--- src/rtl/sif_wr_buffer.sv ---
// sif_wr_buffer: queues single-cycle SIF write strobes in a FIFO and drains
// them in order to a memory/register target over a req/ack handshake.
module sif_wr_buffer #(
  parameter int unsigned AW    = 16,
  parameter int unsigned DW    = 16,
  parameter int unsigned DEPTH = 8
) (
  input  logic                         clk,
  input  logic                         rst_n,
  input  logic                         wa_wr_s,
  input  logic [AW-1:0]                wa_addr,
  input  logic [DW-1:0]                wa_data_wr,
  output logic                         mem_req,
  output logic [AW-1:0]                mem_addr,
  output logic [DW-1:0]                mem_wdata,
  input  logic                         mem_ack,
  output logic                         wa_full,
  output logic [$clog2(DEPTH+1)-1:0]   level,
  input  logic                         ovf_clr,
  output logic                         ovf,
  output logic [7:0]                   drop_cnt
);

  localparam int unsigned PW = $clog2(DEPTH);
  localparam int unsigned CW = $clog2(DEPTH+1);

  typedef enum logic {IDLE = 1'b0, REQ = 1'b1} state_t;

  state_t        state;
  logic [AW-1:0] addr_mem [DEPTH];
  logic [DW-1:0] data_mem [DEPTH];
  logic [PW-1:0] wr_ptr;
  logic [PW-1:0] rd_ptr;
  logic [PW-1:0] rd_ptr_nxt;
  logic [CW-1:0] count;
  logic          full;
  logic          pop;
  logic          push;
  logic          drop;

  // A push at full is only accepted when the head leaves on the same edge
  always_comb begin
    full       = (count == CW'(DEPTH));
    pop        = mem_req & mem_ack;
    push       = wa_wr_s & (~full | pop);
    drop       = wa_wr_s & ~push;
    rd_ptr_nxt = rd_ptr + PW'(1);
  end

  assign wa_full = full;
  assign level   = count;

  // Entry storage; contents need no reset since count gates every read
  always_ff @(posedge clk) begin
    if (push) begin
      addr_mem[wr_ptr] <= wa_addr;
      data_mem[wr_ptr] <= wa_data_wr;
    end
  end

  // Pointers and occupancy
  always_ff @(posedge clk or negedge rst_n) begin
    if (!rst_n) begin
      wr_ptr <= '0;
      rd_ptr <= '0;
      count  <= '0;
    end else begin
      if (push) wr_ptr <= wr_ptr + PW'(1);
      if (pop)  rd_ptr <= rd_ptr_nxt;
      case ({push, pop})
        2'b10:   count <= count + CW'(1);
        2'b01:   count <= count - CW'(1);
        default: count <= count;
      endcase
    end
  end

  // Drain FSM: present the head, hold it until acked, chain without bubbles
  always_ff @(posedge clk or negedge rst_n) begin
    if (!rst_n) begin
      state     <= IDLE;
      mem_req   <= 1'b0;
      mem_addr  <= '0;
      mem_wdata <= '0;
    end else begin
      case (state)
        IDLE: begin
          if (count != '0) begin
            mem_addr  <= addr_mem[rd_ptr];
            mem_wdata <= data_mem[rd_ptr];
            mem_req   <= 1'b1;
            state     <= REQ;
          end
        end
        REQ: begin
          if (mem_ack) begin
            if (count > CW'(1)) begin
              mem_addr  <= addr_mem[rd_ptr_nxt];
              mem_wdata <= data_mem[rd_ptr_nxt];
            end else begin
              mem_req <= 1'b0;
              state   <= IDLE;
            end
          end
        end
        default: begin
          mem_req <= 1'b0;
          state   <= IDLE;
        end
      endcase
    end
  end

  // Overflow status; a drop on the same edge as a clear takes priority
  always_ff @(posedge clk or negedge rst_n) begin
    if (!rst_n) begin
      ovf      <= 1'b0;
      drop_cnt <= '0;
    end else if (drop) begin
      ovf      <= 1'b1;
      if (ovf_clr)                drop_cnt <= 8'd1;
      else if (drop_cnt != 8'hFF) drop_cnt <= drop_cnt + 8'd1;
    end else if (ovf_clr) begin
      ovf      <= 1'b0;
      drop_cnt <= '0;
    end
  end

endmodule

--- config.mk ---
export PLATFORM = sky130hd
export DESIGN_NAME = sif_wr_buffer
export DESIGN_NICKNAME = d
export VERILOG_FILES = /design/src/rtl/sif_wr_buffer.sv
export SDC_FILE = /design/constraint.sdc
export NUM_CORES = 1
export LEC_CHECK = 0
export CELL_PAD_IN_SITES_DETAIL_PLACEMENT = 0
export CELL_PAD_IN_SITES_GLOBAL_PLACEMENT = 1
export CORE_MARGIN = 3
export CORE_UTILIZATION = 48
export CTS_BUF_LIST = sky130_fd_sc_hd__clkbuf_4 sky130_fd_sc_hd__clkbuf_8
export CTS_CLUSTER_SIZE = 20
export DETAILED_ROUTE_END_ITERATION = 8
export PLACE_DENSITY_LB_ADDON = 0.1
export SLEW_MARGIN = 30
export SYNTH_ARGS = -nofsm -noshare
export SYNTH_HDL_FRONTEND = slang
export SYNTH_SLANG_ARGS = --single-unit
--- constraint.sdc ---
create_clock -name clk -period 3.9 [get_ports clk]
set_input_delay 0.78 -clock clk [delete_from_list [all_inputs] [get_ports clk]]
set_output_delay 0.78 -clock clk [all_outputs]
set_load 0.05 [all_outputs]
Yosys cells after proc, flatten, opt, wreduce, memory -nomap -nowiden
Memories as Yosys holds them, arrays and structs flattened.
Cells that the tools add are included.
{"block": "op_classes", "bitwise": 7, "n_mux": 25, "order_cmp": 1, "n_eq_ne": 8, "add_sub_neg": 5, "reduce_logical": 7}
{"op": "2-to-1 mux 16 bit", "count": 6}
{"op": "one-hot mux 16 bit (2 select lines)", "count": 2}
{"op": "2-to-1 mux 8 bit", "count": 4}
{"op": "2-to-1 mux 1 bit", "count": 10}
{"op": "adder 8 x 1 -> 8 bit, second input constant", "count": 1}
{"op": "!= test 8 bit, second input constant", "count": 1}
{"op": "one-hot mux 4 bit (2 select lines)", "count": 1}
{"op": "adder 3 x 1 -> 3 bit, second input constant", "count": 2}
{"op": "!= test 2 bit, second input constant", "count": 3}
{"op": "AND reduction 3 bit", "count": 2}
{"op": "nonzero test 2 bit", "count": 3}
{"op": "adder 4 x 1 -> 4 bit, second input constant", "count": 1}
{"op": "equality test 4 bit, second input constant", "count": 1}
{"op": "> comparator 4 x 1 -> 1 bit, second input constant", "count": 1}
{"op": "one-hot mux 1 bit (2 select lines)", "count": 2}
{"op": "nonzero test 4 bit", "count": 1}
{"op": "subtractor 4 x 1 -> 4 bit, second input constant", "count": 1}
{"op": "bitwise AND 1 bit", "count": 3}
{"op": "NOT 1 bit", "count": 3}
{"op": "equality test 2 x 1 -> 1 bit, second input constant", "count": 1}
{"op": "equality test 2 bit, second input constant", "count": 1}
{"op": "!= test 2 x 1 -> 1 bit, second input constant", "count": 1}
{"op": "AND reduction 2 bit", "count": 1}
{"op": "OR 1 bit", "count": 1}
{"block": "word_totals", "ram_bits": 256, "inputBits": 37, "output_inout_bits": 47, "regBits": 53, "mem_count": 2, "wordCells": 64}
{"name": "addr_mem", "depth": 8, "width": 16, "rd": 2, "rd_clocked_by_memory_dff": 0, "wr": 1, "line_no": "30", "rtl": "logic [AW-1:0] addr_mem [DEPTH];"}
{"name": "data_mem", "depth": 8, "width": 16, "rd": 2, "rd_clocked_by_memory_dff": 0, "wr": 1, "line_no": "31", "rtl": "logic [DW-1:0] data_mem [DEPTH];"}

Depth between registers and ports, before layout
{"block": "logic_depth", "depth_word": 8, "mapped_depth": 7, "ltp_nobuf": 7}

Least setup slack after synthesis
No wires, ideal clock.
{"block": "synth_timing", "path_type": "register to register", "start": "register count[0], in the netlist level[0]", "end": "memory addr_mem[0][0], enable pin", "arrival_time_ps": 4006, "required_time_ps": 3439, "stages_incl_launch_ff": 8, "path_buffers": 0, "path_slack_ps": -567, "period_less_slack_ps": 4467, "setup_ps": 461, "cell_sequence": "dfrtp_1 > inv_1 > ha_1 > nand3b_4 > clkinv_4 > a21boi_2 > nand2b_1 > nor3_1"}
{"block": "synth_via", "elab_chain_cells": 6}
{"element": "start, declared", "line_no": "35", "rtl": "logic [CW-1:0] count;"}
{"element": "start signal, assigned", "line_no": "71", "rtl": "2'b10: count <= count + CW'(1);"}
{"element": "start signal, assigned", "line_no": "72", "rtl": "2'b01: count <= count - CW'(1);"}
{"element": "start signal, assigned", "line_no": "73", "rtl": "default: count <= count;"}
{"element": "equality test 4 bit", "line_no": "43", "rtl": "full = (count == CW'(DEPTH));"}
{"element": "named net wa_full", "line_no": "17", "rtl": "output logic wa_full,"}
{"element": "NOT 1 bit", "line_no": "45", "rtl": "push = wa_wr_s & (~full | pop);"}
{"element": "OR 1 bit", "line_no": "45"}
{"element": "bitwise AND 1 bit", "line_no": "45"}
{"element": "2-to-1 mux 1 bit", "line_no": "55", "rtl": "if (push) begin"}
{"element": "2-to-1 mux 1 bit (not written as such)", "line_no": "56", "rtl": "addr_mem[wr_ptr] <= wa_addr;"}
{"element": "end, declared", "line_no": "30"}
The timed path passes the listed nets, and every way through them passes these cells.

Final worst setup path
{"block": "layout_timing", "start": "register count[0], in the netlist level[0]", "end": "output port wa_full"}
{"block": "layout_via", "elab_chain_cells": 1}
{"element": "equality test 4 bit", "line_no": "43"}
{"element": "end, declared", "line_no": "17"}
No other way between the ends.

==> run summary <==
Die width: 176 um
Overflow after GRT: 0
Post-synth EDFFs: 256
Hold Crit Class: primary input to async pin
First-pass GRT wire length: 49.5 mm
Initial antenna violation count: 0
Setup Total Neg Slack: 0 ns
Row cnt: 61
Syn. warnings: 0
Crit share post-route: 83.2%
Ant. Diodes: 0
Relative slew slack: 41.0%
Vias in the first global route: 8558
Synth Cell Area: 13800 um^2
Most frequent cells after synthesis: edfxtp_1, mux4_2, nand2_1, dfrtp_1, nor2_1
Worst Setup End Kind: output pin
Pwr Density: 846 nW/um^2
Yosys top cell area share: 55.6%
Final #Nets: 909
Area growth from synthesis to layout: 17.3%
Crit path launch type: register
GP Congestion: 0.756
Reg2reg end: mem_wdata[14]
Register area share after synthesis: 65.2%
Fin Clk Skew: 0.0118 ns
Dpl cells: 1190
Crit path from: level[0]
Via count: 7845
1st-iter DRT viols: 561
Core area: 28100 um^2
Clk Latency, worst-skew pair: 0.57 ns
Setup crit end: wa_full
CTS Buffer Depth: 3
Fill cell count: 2181
Die Ht: 176 um
Drt drc: 0
Die area: 30900 um^2
Fin cells: 1284
Cell accounting for the most synthesized area: edfxtp_1
CTS Root Cell: clkbuf_8
Drt wl/cell: 24.4 um
Slew Viols, Final: 0
Max_cap viols: 0
Overall global routing resource usage: 20.8%
Cts bufs inserted: 51
Reg2Reg Setup Slack: 1.14 ns
Avg Cell Area, Syn: 18.3 um^2
Synth cell types: 47
Ranking of synthesized cells by area: edfxtp_1, mux4_2, dfrtp_1, nand2_1, a311oi_1
Hold_buf cts: 0
Most used flip-flop cell after synthesis: edfxtp_1
Seq cells post-synth: 309
Clock Pin Slew Worst Setup and Hold Paths: 0.06 ns
Sequential Area: 9020 um^2
PortBufs: 83
Start of the worst register-to-register path: rd_ptr[0]
Maximum vdd drop: 354 uV
CP Data Required Time: 3.12 ns
CP max FO: 6
Fin crit period: 3.25 ns
# clock sinks: 309
Unrepaired setup endpoints after global routing: no
Post-CTS sizing: 0
Cell leakage power: 0.00539 uW
CTS tree: yes
Synth Instances: 757
Multi-input logic area: 4540 um^2
Detailed Route WL: 31.3 mm
Router iterations before antenna repair: 5
Async SR Flop Fraction: 17.2%
Initial Util: 49.3%
Postcts setup bufs: 0
Final hold vios: 0
Final Setup Violations: 0
Detail Route Antenna Nets: 0
Reg2Reg Depth: 5
Vias per inst: 6.11
IO Count: 84
Status: finished, final reports clean
Largest net degree at the start of global routing: 66
Maximum clock rate: 308 MHz
WP data arrival: 2.47 ns
Share of cells above drive strength 1: 28.8%
Count leader, synth: edfxtp_1
Critical path type: register to output pin
DPL Wire Length: 17.7 mm
Measured slew at the worst slew-check pin: 0.884 ns
Synth Net Count: 801
H-tree Lvls: 2
[cell usage in the layout, fill, tap and decap left out, types with 7 or more instances in the layout]
cell             Yosys  final
nand2_1             75     75
nor2_1              44     37
mux4_2             127    127
buf_12               0      7
o22ai_1             33     33
o21ai_0              7      7
buf_4                3     14
edfxtp_1           256    256
clkbuf_8             0     62
dfrtp_1             53     51
a311oi_1            31     31
clkbuf_4             0     19
clkdlybuf4s50_1      0     82
a21oi_1              7      7
[sequential cells by signal (all words and copies together) (netlist names)]
| signal | count |
|---|---|
| data_mem | 128 |
| state | 1 |
| drop_cnt | 8 |
| mem_wdata | 16 |
| mem_req | 1 |
| level | 4 |
| wr_ptr | 3 |
| rd_ptr | 3 |
| addr_mem | 128 |
| mem_addr | 16 |
| ovf | 1 |
[power breakdown]
part           internal, uW  switching [uW]
registers              4270             454
clock network          1680            1250
logic                  2760            3320
total                  8720            5020
[cell type report]
cell class / count / area share [%]
sequential: 309 / 55.6
tap: 378 / 2.91
clock inverter: 13 / 0.547
timing repair buffer: 105 / 6.67
inverter: 7 / 0.193
multi-input combinational: 391 / 28.0
clock buffer: 81 / 6.14
[routing by layer]
| layer | routed length (um) | vias to the layer above | GRT usage (%) | part of all wire, % |
|---|---|---|---|---|
| li1 | - | 3371 | - | - |
| met1 | 13300 | 4211 | 28.4 | 43 |
| met2 | 16000 | 206 | 35.3 | 51 |
| met3 | 1320 | 57 | 3.05 | 4.2 |
| met4 | 680 | 0 | 6.10 | 2.2 |
| met5 | 0 | - | 0 | 0 |
[per-stage QoR]
stage / hold WS, ns / power, uW / instance area [um^2] / setup slack [ns] / util (%)
floorplan: 0.480 / 9330 / 13800 / 0.289 / -
global placement: 0.505 / 10800 / 15100 / 0.735 / 53.9
detailed placement: 0.517 / 11000 / 15100 / 0.726 / 53.9
CTS: 0.232 / 14000 / 16200 / 0.607 / 57.8
global route: 0.266 / 14500 / 16200 / 0.560 / 57.8
finish: 0.242 / 13700 / 16200 / 0.654 / 57.8
[worst min path at each step]
stage	startpoint	end	slack [ns]	cells after the start
6_report	rst_n	drop_cnt[0]	0.24	1
5_1_grt	rst_n	drop_cnt[0]	0.27	1
4_1_cts	rst_n	rd_ptr[2]	0.23	1
3_5_place_dp	wr_ptr[0]	wr_ptr[0]	0.52	1
3_3_place_gp	wr_ptr[0]	wr_ptr[0]	0.50	1
2_1_floorplan	rst_n	drop_cnt[0]	0.48	0
[cells by family (layout without fill, tap and decap cells)]
| group | after synthesis | after routing | share of synthesized area, % |
|---|---|---|---|
| muxes | 133 | 133 | 21.3 |
| adders and majority gates | 7 | 7 | 0.633 |
| DFF | 309 | 309 | 65.2 |
| AOI/OAI and AO/OA | 92 | 92 | 4.86 |
| and+or+nand+nor | 150 | 150 | 4.79 |
| buffers and inverters | 57 | 206 | 2.73 |
| xor gates and xnor gates | 9 | 9 | 0.570 |
[critical path, stage by stage (launching register included)]
cell and delay [ns]:
dfrtp_1 0.43, inv_1 0.15, ha_1 0.31, nand3b_4 0.13
clkinv_4 0.09, clkdlybuf4s50_1 0.80
(Power assumes the default switching activity.)
